### config.mk
export PLATFORM = sky130hd
export DESIGN_NAME = note_judge
export DESIGN_NICKNAME = d
export VERILOG_FILES = /design/src/rtl/note_judge_pkg.sv /design/src/rtl/note_judge_btn_sync.sv /design/src/rtl/note_judge.sv
export SDC_FILE = /design/constraint.sdc
export NUM_CORES = 1
export LEC_CHECK = 0
export ABC_CLOCK_PERIOD_IN_PS = 8490
export CORE_AREA = 4 4 76 78
export DETAILED_ROUTE_END_ITERATION = 12
export DIE_AREA = 0 0 80 82
export PLACE_DENSITY_LB_ADDON = 0.05
export SLEW_MARGIN = 20
export SYNTH_ARGS = -nofsm -noshare
export SYNTH_HDL_FRONTEND = slang
export SYNTH_SLANG_ARGS = --single-unit
### constraint.sdc
create_clock -name clk -period 8.49 [get_ports clk]
set_input_delay 1.698 -clock clk [delete_from_list [all_inputs] [get_ports clk]]
set_output_delay 1.698 -clock clk [all_outputs]
set_load 0.01 [all_outputs]
### src/rtl/note_judge_pkg.sv
// note_judge_pkg
//   Definitions shared by the note-lane blocks: the note judge, the shifter and
//   the display decoder.
//   - grade_t    : grade encoding carried on the grade bus.
//   - state_t    : play-state encoding for the judge FSM.
//   - PERFECT_LO / PERFECT_HI : inclusive offset window that earns a PERFECT.
//   - judge_press: grades one press against the notes in the judge column.
package note_judge_pkg;

    typedef enum logic [1:0] {
        GR_NONE    = 2'd0,
        GR_PERFECT = 2'd1,
        GR_GOOD    = 2'd2,
        GR_MISS    = 2'd3
    } grade_t;

    typedef enum logic [1:0] {
        ST_IDLE   = 2'd0,
        ST_PLAY   = 2'd1,
        ST_RESULT = 2'd2
    } state_t;

    localparam logic [2:0] PERFECT_LO = 3'd2;
    localparam logic [2:0] PERFECT_HI = 3'd4;

    // Grade a press against the column contents. The caller decides whether
    // the note is still available (hit_lock). Returns GR_NONE when nothing is
    // pressed or the column is empty.
    function automatic grade_t judge_press(
        input logic       press_r,
        input logic       press_b,
        input logic       note_r,
        input logic       note_b,
        input logic [2:0] off
    );
        grade_t g;
        logic   in_window;
        in_window = (off >= PERFECT_LO) && (off <= PERFECT_HI);
        g = GR_NONE;
        if ((note_r || note_b) && (press_r || press_b)) begin
            if (press_r && press_b) begin
                // Mashing both buttons is never rewarded.
                g = GR_MISS;
            end else if ((press_r && note_r) || (press_b && note_b)) begin
                g = in_window ? GR_PERFECT : GR_GOOD;
            end else begin
                g = GR_MISS;
            end
        end
        return g;
    endfunction

endpackage

### src/rtl/note_judge_btn_sync.sv
// btn_sync_edge
//   Brings one debounced player button into the clk domain and produces a
//   single-cycle pulse on its rising edge. The pulse appears three clock edges
//   after the pin rises (two synchronizer flops plus the registered edge).
// Ports
//   clk   in  1  system clock
//   rst_n in  1  async active-low reset
//   btn   in  1  button pin, asynchronous to clk
//   press out 1  one-cycle pulse on a synchronized rising edge
module btn_sync_edge (
    input  logic clk,
    input  logic rst_n,
    input  logic btn,
    output logic press
);

    logic sync_1;
    logic sync_2;
    logic sync_2_q;

    always_ff @(posedge clk or negedge rst_n) begin
        if (!rst_n) begin
            sync_1   <= 1'b0;
            sync_2   <= 1'b0;
            sync_2_q <= 1'b0;
            press    <= 1'b0;
        end else begin
            sync_1   <= btn;
            sync_2   <= sync_1;
            sync_2_q <= sync_2;
            press    <= sync_2 && !sync_2_q;
        end
    end

endmodule

### src/rtl/note_judge.sv
// note_judge
//   Player-side end of the note lane. Grades each note in the judge column as
//   PERFECT / GOOD / MISS from the two player buttons, keeps score, combo and
//   best combo, and returns a one-cycle delete so the shifter clears a hit note.
//
//   state     | meaning
//   ----------+-----------------------------------------------------------
//   ST_IDLE   | after reset, waiting for the first song_start
//   ST_PLAY   | song running; presses are judged, misses on column advance
//   ST_RESULT | song finished; score and max_combo held for display
//
// Ports
//   clk          in  1        system clock
//   rst_n        in  1        async active-low reset
//   song_start   in  1        pulse: begin play, clear score/combo/max_combo
//   finish       in  1        pulse from shifter: song ended
//   note_R_judge in  1        red note present in judge column
//   note_B_judge in  1        blue note present in judge column
//   offset       in  3        shifter pixel counter
//   btn_R        in  1        red button, async to clk
//   btn_B        in  1        blue button, async to clk
//   delete       out 1        pulse: clear judge-column note
//   grade_valid  out 1        pulse: grade is valid
//   grade        out 2        0 NONE, 1 PERFECT, 2 GOOD, 3 MISS
//   score        out SCORE_W  accumulated score (saturating)
//   combo        out COMBO_W  consecutive hits (saturating)
//   max_combo    out COMBO_W  best combo this song
//   playing      out 1        high in ST_PLAY
module note_judge
    import note_judge_pkg::*;
#(
    parameter int SCORE_W     = 14,
    parameter int COMBO_W     = 8,
    parameter int PERFECT_PTS = 3,
    parameter int GOOD_PTS    = 1,
    parameter int OFFSET_LAST = 6
) (
    input  logic               clk,
    input  logic               rst_n,
    input  logic               song_start,
    input  logic               finish,
    input  logic               note_R_judge,
    input  logic               note_B_judge,
    input  logic [2:0]         offset,
    input  logic               btn_R,
    input  logic               btn_B,
    output logic               delete,
    output logic               grade_valid,
    output logic [1:0]         grade,
    output logic [SCORE_W-1:0] score,
    output logic [COMBO_W-1:0] combo,
    output logic [COMBO_W-1:0] max_combo,
    output logic               playing
);

    localparam logic [SCORE_W:0] PERFECT_INC = (SCORE_W+1)'(PERFECT_PTS);
    localparam logic [SCORE_W:0] GOOD_INC    = (SCORE_W+1)'(GOOD_PTS);
    localparam logic [2:0]       OFF_LAST    = 3'(OFFSET_LAST);

    logic press_r;
    logic press_b;

    btn_sync_edge u_sync_r (
        .clk   (clk),
        .rst_n (rst_n),
        .btn   (btn_R),
        .press (press_r)
    );

    btn_sync_edge u_sync_b (
        .clk   (clk),
        .rst_n (rst_n),
        .btn   (btn_B),
        .press (press_b)
    );

    state_t     state;
    logic [2:0] offset_q;
    logic       note_r_q;
    logic       note_b_q;
    logic       hit_lock;

    logic               adv;
    logic               cand_r;
    logic               cand_b;
    grade_t             hit_g;
    logic               hit;
    logic               miss_adv;
    logic [SCORE_W:0]   score_sum;
    logic [SCORE_W-1:0] score_next;
    logic [COMBO_W-1:0] combo_next;
    logic [COMBO_W-1:0] max_next;

    always_comb begin
        adv = (offset_q == OFF_LAST) && (offset == 3'd0);
        // On the advance cycle the flags already show the incoming column, so a
        // press landing there is judged against the departing note (last cycle's
        // flags). That same press then consumes the departing note, which also
        // suppresses the advance miss below.
        cand_r   = adv ? note_r_q : note_R_judge;
        cand_b   = adv ? note_b_q : note_B_judge;
        hit_g    = judge_press(press_r, press_b, cand_r, cand_b, offset);
        hit      = !hit_lock && (hit_g != GR_NONE);
        miss_adv = adv && (note_r_q || note_b_q) && !hit_lock && !hit;

        score_sum  = {1'b0, score} + ((hit_g == GR_PERFECT) ? PERFECT_INC : GOOD_INC);
        score_next = score_sum[SCORE_W] ? '1 : score_sum[SCORE_W-1:0];
        combo_next = (combo == '1) ? combo : combo + COMBO_W'(1);
        max_next   = (combo_next > max_combo) ? combo_next : max_combo;
    end

    always_ff @(posedge clk or negedge rst_n) begin
        if (!rst_n) begin
            state       <= ST_IDLE;
            offset_q    <= 3'd0;
            note_r_q    <= 1'b0;
            note_b_q    <= 1'b0;
            hit_lock    <= 1'b0;
            delete      <= 1'b0;
            grade_valid <= 1'b0;
            grade       <= GR_NONE;
            score       <= '0;
            combo       <= '0;
            max_combo   <= '0;
            playing     <= 1'b0;
        end else begin
            offset_q    <= offset;
            note_r_q    <= note_R_judge;
            note_b_q    <= note_B_judge;
            delete      <= 1'b0;
            grade_valid <= 1'b0;
            grade       <= GR_NONE;

            unique case (state)
                ST_IDLE, ST_RESULT: begin
                    if (song_start) begin
                        state     <= ST_PLAY;
                        playing   <= 1'b1;
                        hit_lock  <= 1'b0;
                        score     <= '0;
                        combo     <= '0;
                        max_combo <= '0;
                    end
                end

                ST_PLAY: begin
                    if (song_start) begin
                        // Restart: the clear wins over anything judged this cycle.
                        hit_lock  <= 1'b0;
                        score     <= '0;
                        combo     <= '0;
                        max_combo <= '0;
                    end else begin
                        if (hit) begin
                            delete      <= 1'b1;
                            grade_valid <= 1'b1;
                            grade       <= hit_g;
                            if (hit_g == GR_MISS) begin
                                combo <= '0;
                            end else begin
                                score     <= score_next;
                                combo     <= combo_next;
                                max_combo <= max_next;
                            end
                        end else if (miss_adv) begin
                            grade_valid <= 1'b1;
                            grade       <= GR_MISS;
                            combo       <= '0;
                        end

                        if (adv) begin
                            hit_lock <= 1'b0;
                        end else if (hit) begin
                            hit_lock <= 1'b1;
                        end

                        if (finish) begin
                            state   <= ST_RESULT;
                            playing <= 1'b0;
                        end
                    end
                end

                default: begin
                    state   <= ST_IDLE;
                    playing <= 1'b0;
                end
            endcase
        end
    end

endmodule

==> run_summary.xml <==
<?xml version="1.0" encoding="UTF-8"?>
<metrics>
  <group name="clock_network">
    <metric name="cts_repair_resize_count" unit="">0</metric>
    <metric name="number_of_clock_sinks" unit="">51</metric>
    <metric name="tritoncts" unit="">built</metric>
    <metric name="htree_num_levels" unit="">2</metric>
    <metric name="cts-root-to-sink-buffers" unit="">2</metric>
    <metric name="cts_made_buffers" unit="">5</metric>
    <metric name="post_cts.repair.setup_buffers" unit="">0</metric>
    <metric name="clk_root_buffer_cell" unit="">sky130_fd_sc_hd__clkbuf_8</metric>
    <metric name="postCtsHoldBufs" unit="">0</metric>
    <metric name="cts.reportedPaths.clkPinSlew" unit="ps">90</metric>
    <metric name="worst_skew_pair.late_latency" unit="ps">300</metric>
  </group>
  <group name="drt">
    <metric name="drt_iter0_markers" unit="">241</metric>
    <metric name="vias_per_cell" unit="">5.61</metric>
    <metric name="drt-pass1-iter-count" unit="">4</metric>
    <metric name="drc_violation_count_after_routing" unit="">0</metric>
    <metric name="totalWireLength" unit="um">5830</metric>
    <metric name="dr_total_vias" unit="">2194</metric>
    <metric name="routed_wire_length_per_instance" unit="um">14.9</metric>
    <metric name="postRouteAntennaNets" unit="">0</metric>
  </group>
  <group name="floorplan">
    <metric name="core_area" unit="um2">5070</metric>
    <metric name="die_w" unit="um">80</metric>
    <metric name="die_height" unit="um">82</metric>
    <metric name="starting_density_of_the_core" unit="">0.527</metric>
    <metric name="top_level_ports" unit="">46</metric>
    <metric name="placement_rows" unit="">26</metric>
    <metric name="design.die.area" unit="um2">6560</metric>
  </group>
  <group name="setup_path">
    <metric name="r2r_slack" unit="ps">4930</metric>
    <metric name="timing.critical_path.from" unit="">offset[1]</metric>
    <metric name="rr_startpoint" unit="">combo[0]$_DFFE_PN0P_</metric>
    <metric name="cell_type_of_the_slowest_stage_on_the_worst_timing_path" unit="">sky130_fd_sc_hd__nor2_1</metric>
    <metric name="crit_arrival" unit="ps">4980</metric>
    <metric name="worst_setup_path_end_kind" unit="">flop</metric>
    <metric name="r2r_end" unit="">max_combo[5]$_DFFE_PN0P_</metric>
    <metric name="crit_path_max_fanout" unit="">10</metric>
    <metric name="ff2ff_path_depth" unit="">12</metric>
    <metric name="worstPathCellList" unit="">clkdlybuf4s50_1 &gt; and4bb_4 &gt; nand2_2 &gt; nor2_1 &gt; o32a_1 &gt; nor2b_1 &gt; fa_1 &gt; and3_1 &gt; and3_1 &gt; nand4_1 &gt; nor2_1 &gt; nand2_1 &gt; a31oi_1</metric>
    <metric name="cp.required" unit="ps">8720</metric>
    <metric name="max_stage_delay" unit="ps">550</metric>
    <metric name="path_class" unit="">primary input to flop</metric>
    <metric name="critPathLaunchType" unit="">primary input</metric>
  </group>
  <group name="timing">
    <metric name="grt_setup_unrepaired" unit="">no</metric>
    <metric name="post-route-min-period" unit="ps">4750</metric>
    <metric name="setup_viol" unit="">0</metric>
    <metric name="fmax" unit="GHz">0.210</metric>
    <metric name="relSlewSlack" unit="">0.465</metric>
    <metric name="fin_skew" unit="ps">4.52</metric>
    <metric name="period_share" unit="">0.560</metric>
    <metric name="finalHoldViolations" unit="">0</metric>
    <metric name="report.final.slew_viol_count" unit="">0</metric>
    <metric name="fin_tns_setup" unit="ps">0</metric>
    <metric name="worst_pin_slew" unit="ps">797</metric>
  </group>
  <group name="cells_and_area">
    <metric name="fillCellCount" unit="">447</metric>
    <metric name="footprint_of_the_multi_input_gates" unit="um2">1290</metric>
    <metric name="flow.area_growth_from_synthesis" unit="%">24.0</metric>
    <metric name="total_number_of_nets_in_the_final_design" unit="">342</metric>
    <metric name="layout-drive-gt1-share" unit="">0.0810</metric>
    <metric name="final_core_utilization" unit="">0.654</metric>
    <metric name="num_antenna_cells" unit="">0</metric>
    <metric name="layout.area.seq" unit="um2">1280</metric>
  </group>
  <group name="global_route">
    <metric name="track_usage" unit="">0.192</metric>
    <metric name="first_pass_grt_wire_length" unit="um">9760</metric>
    <metric name="grt_overflow_total" unit="">0</metric>
    <metric name="number_of_antenna_violations_at_the_first_check_in_global_routing" unit="">0</metric>
    <metric name="first_global_vias" unit="">2058</metric>
    <metric name="grt_start_max_net_pins" unit="">52</metric>
  </group>
  <group name="logic_synthesis">
    <metric name="synth_area_leaders" unit="">sky130_fd_sc_hd__dfrtp_1, sky130_fd_sc_hd__ha_1, sky130_fd_sc_hd__o21ai_0</metric>
    <metric name="post_synth_num_cell_types" unit="">46</metric>
    <metric name="synth_cells" unit="">271</metric>
    <metric name="ys_top_cells_by_count" unit="">sky130_fd_sc_hd__dfrtp_1, sky130_fd_sc_hd__nor2_1, sky130_fd_sc_hd__inv_1</metric>
    <metric name="synth.largest_area_cell" unit="">sky130_fd_sc_hd__dfrtp_1</metric>
    <metric name="combinational_family_with_the_most_area_after_synthesis" unit="">compound AO/OA/AOI/OAI gates</metric>
    <metric name="complex_gate_fraction_of_the_synthesized_area" unit="">0.206</metric>
    <metric name="postSynthNetCount" unit="">293</metric>
    <metric name="yosys_warnings" unit="">0</metric>
    <metric name="syn_std_cell_area" unit="um2">2680</metric>
    <metric name="yosysSeqAreaShare" unit="">0.477</metric>
    <metric name="synth-async-reset-ratio" unit="">1.00</metric>
    <metric name="synth_ff_type" unit="">sky130_fd_sc_hd__dfrtp_1</metric>
    <metric name="synthAdderAreaFrac" unit="">0.0543</metric>
    <metric name="proportion_of_netlist_area_held_by_the_largest_area_contributor" unit="">0.477</metric>
    <metric name="ys_seq_elements" unit="">51</metric>
    <metric name="synth_edf_count" unit="">0</metric>
    <metric name="post_synth_and_or_nand_nor_area_fraction" unit="">0.167</metric>
    <metric name="post_synth_xor_area_fraction" unit="">0.00655</metric>
    <metric name="syn_area_per_cell" unit="um2">9.87</metric>
    <metric name="share_of_cell_area_taken_by_muxes_after_synthesis" unit="">0.0482</metric>
    <metric name="yosysMostFrequentCell" unit="">sky130_fd_sc_hd__dfrtp_1</metric>
  </group>
  <group name="power_and_ir_drop">
    <metric name="power_density" unit="nW/um2">172</metric>
    <metric name="p_leak" unit="nW">1.43</metric>
    <metric name="worst_vdd_ir" unit="uV">117</metric>
    <metric name="power_consumption" unit="uW">570</metric>
  </group>
  <group name="min_path">
    <metric name="hold_path_depth" unit="">0</metric>
    <metric name="type_of_the_tightest_min_delay_check" unit="">flop to flop</metric>
    <metric name="hold-path-endpoint" unit="">u_sync_b.sync_2$_DFF_PN0_</metric>
    <metric name="holdCritStartpoint" unit="">u_sync_b.sync_1$_DFF_PN0_</metric>
  </group>
  <group name="job">
    <metric name="max_cap_violations" unit="">0</metric>
  </group>
  <group name="placed_design">
    <metric name="numPortBuffers" unit="">45</metric>
    <metric name="gpl.final_weighted_congestion" unit="">0.856</metric>
    <metric name="place.detailed.hpwl" unit="um">4150</metric>
  </group>
  <group name="outcome">
    <metric name="run_status" unit="">finished clean</metric>
  </group>
</metrics>
-- cell families after synthesis --
group	count (synthesis)
fa+ha+maj	11
flops	51
buf+inv	28
compound gates	80
mux	12
xor+xnor	2
simple gates	87
-- layout by cell type (no fill, tap or decap), types with 5 or more instances in the layout --
cell / netlist / final
sky130_fd_sc_hd__nand3_1: 9 / 9
sky130_fd_sc_hd__clkbuf_8: 0 / 6
sky130_fd_sc_hd__nand2b_1: 6 / 6
sky130_fd_sc_hd__inv_1: 24 / 24
sky130_fd_sc_hd__ha_1: 10 / 10
sky130_fd_sc_hd__o2bb2ai_1: 7 / 7
sky130_fd_sc_hd__mux2i_1: 5 / 5
sky130_fd_sc_hd__dfrtp_1: 51 / 51
sky130_fd_sc_hd__mux2_2: 7 / 7
sky130_fd_sc_hd__nor2b_1: 7 / 7
sky130_fd_sc_hd__a31oi_1: 5 / 5
sky130_fd_sc_hd__nand2_1: 16 / 16
sky130_fd_sc_hd__nor2_1: 26 / 26
sky130_fd_sc_hd__clkdlybuf4s50_1: 0 / 44
sky130_fd_sc_hd__o21ai_0: 21 / 21
sky130_fd_sc_hd__and3_1: 5 / 5
sky130_fd_sc_hd__a21oi_1: 17 / 17
-- registers in the layout, summed over array words and instances, names as in the netlist, 2 cells and up --
signal and flops:
offset_q 3, score 14, state 2, combo 8
max_combo 8, grade 2
-- layer usage --
layer	wire length [um]	vias to the layer above	track usage
li1	-	1069	-
met1	2870	1066	0.272
met2	2650	55	0.294
met3	263	4	0.0428
met4	46	0	0.0608
met5	0	-	0
-- critical path, delay by kind of cell --
| family | cells | cell delay [ps] |
|---|---|---|
| AOI/OAI and AO/OA | 2 | 540 |
| adders and majority gates | 1 | 260 |
| buffers and inverters | 1 | 500 |
| and+or+nand+nor | 9 | 1980 |
-- power breakdown --
group	switching [mW]	internal [mW]	total [mW]
clock	0.0819	0.0970	0.179
combinational	0.0625	0.0557	0.118
sequential	0.0154	0.257	0.273
total	0.160	0.410	0.570
-- cell type report --
type	instances	area share
multi-input combinational	192	0.389
sequential	51	0.385
timing repair buffer	46	0.137
inverter	24	0.0272
tap	70	0.0264
clock buffer	6	0.0249
clock inverter	2	0.0117
-- metrics by stage --
| stage | instance area [um2] | instances | setup slack (ps) | hold WS (ps) |
|---|---|---|---|---|
| 2_1_floorplan | 2680 | 271 | 4390 | 331 |
| 3_3_place_gp | 3200 | 383 | 3560 | 335 |
| 4_1_cts | 3320 | 391 | 3750 | 363 |
| 5_1_grt | 3320 | 391 | 3430 | 365 |
| 3_5_place_dp | 3200 | 383 | 3460 | 340 |
| 6_report | 3320 | 391 | 3740 | 359 |
-- worst max path at each step --
stage / to / slack, ps / cells past startpoint
after floorplan: score[0]$_DFFE_PN0P_ / 4390 / 11
after global placement: score[13]$_DFFE_PN0P_ / 3560 / 13
after detailed placement: score[13]$_DFFE_PN0P_ / 3460 / 13
after CTS: score[0]$_DFFE_PN0P_ / 3750 / 13
after global routing: score[13]$_DFFE_PN0P_ / 3430 / 13
final: score[0]$_DFFE_PN0P_ / 3740 / 13
Power figures use the tool's default switching activity.
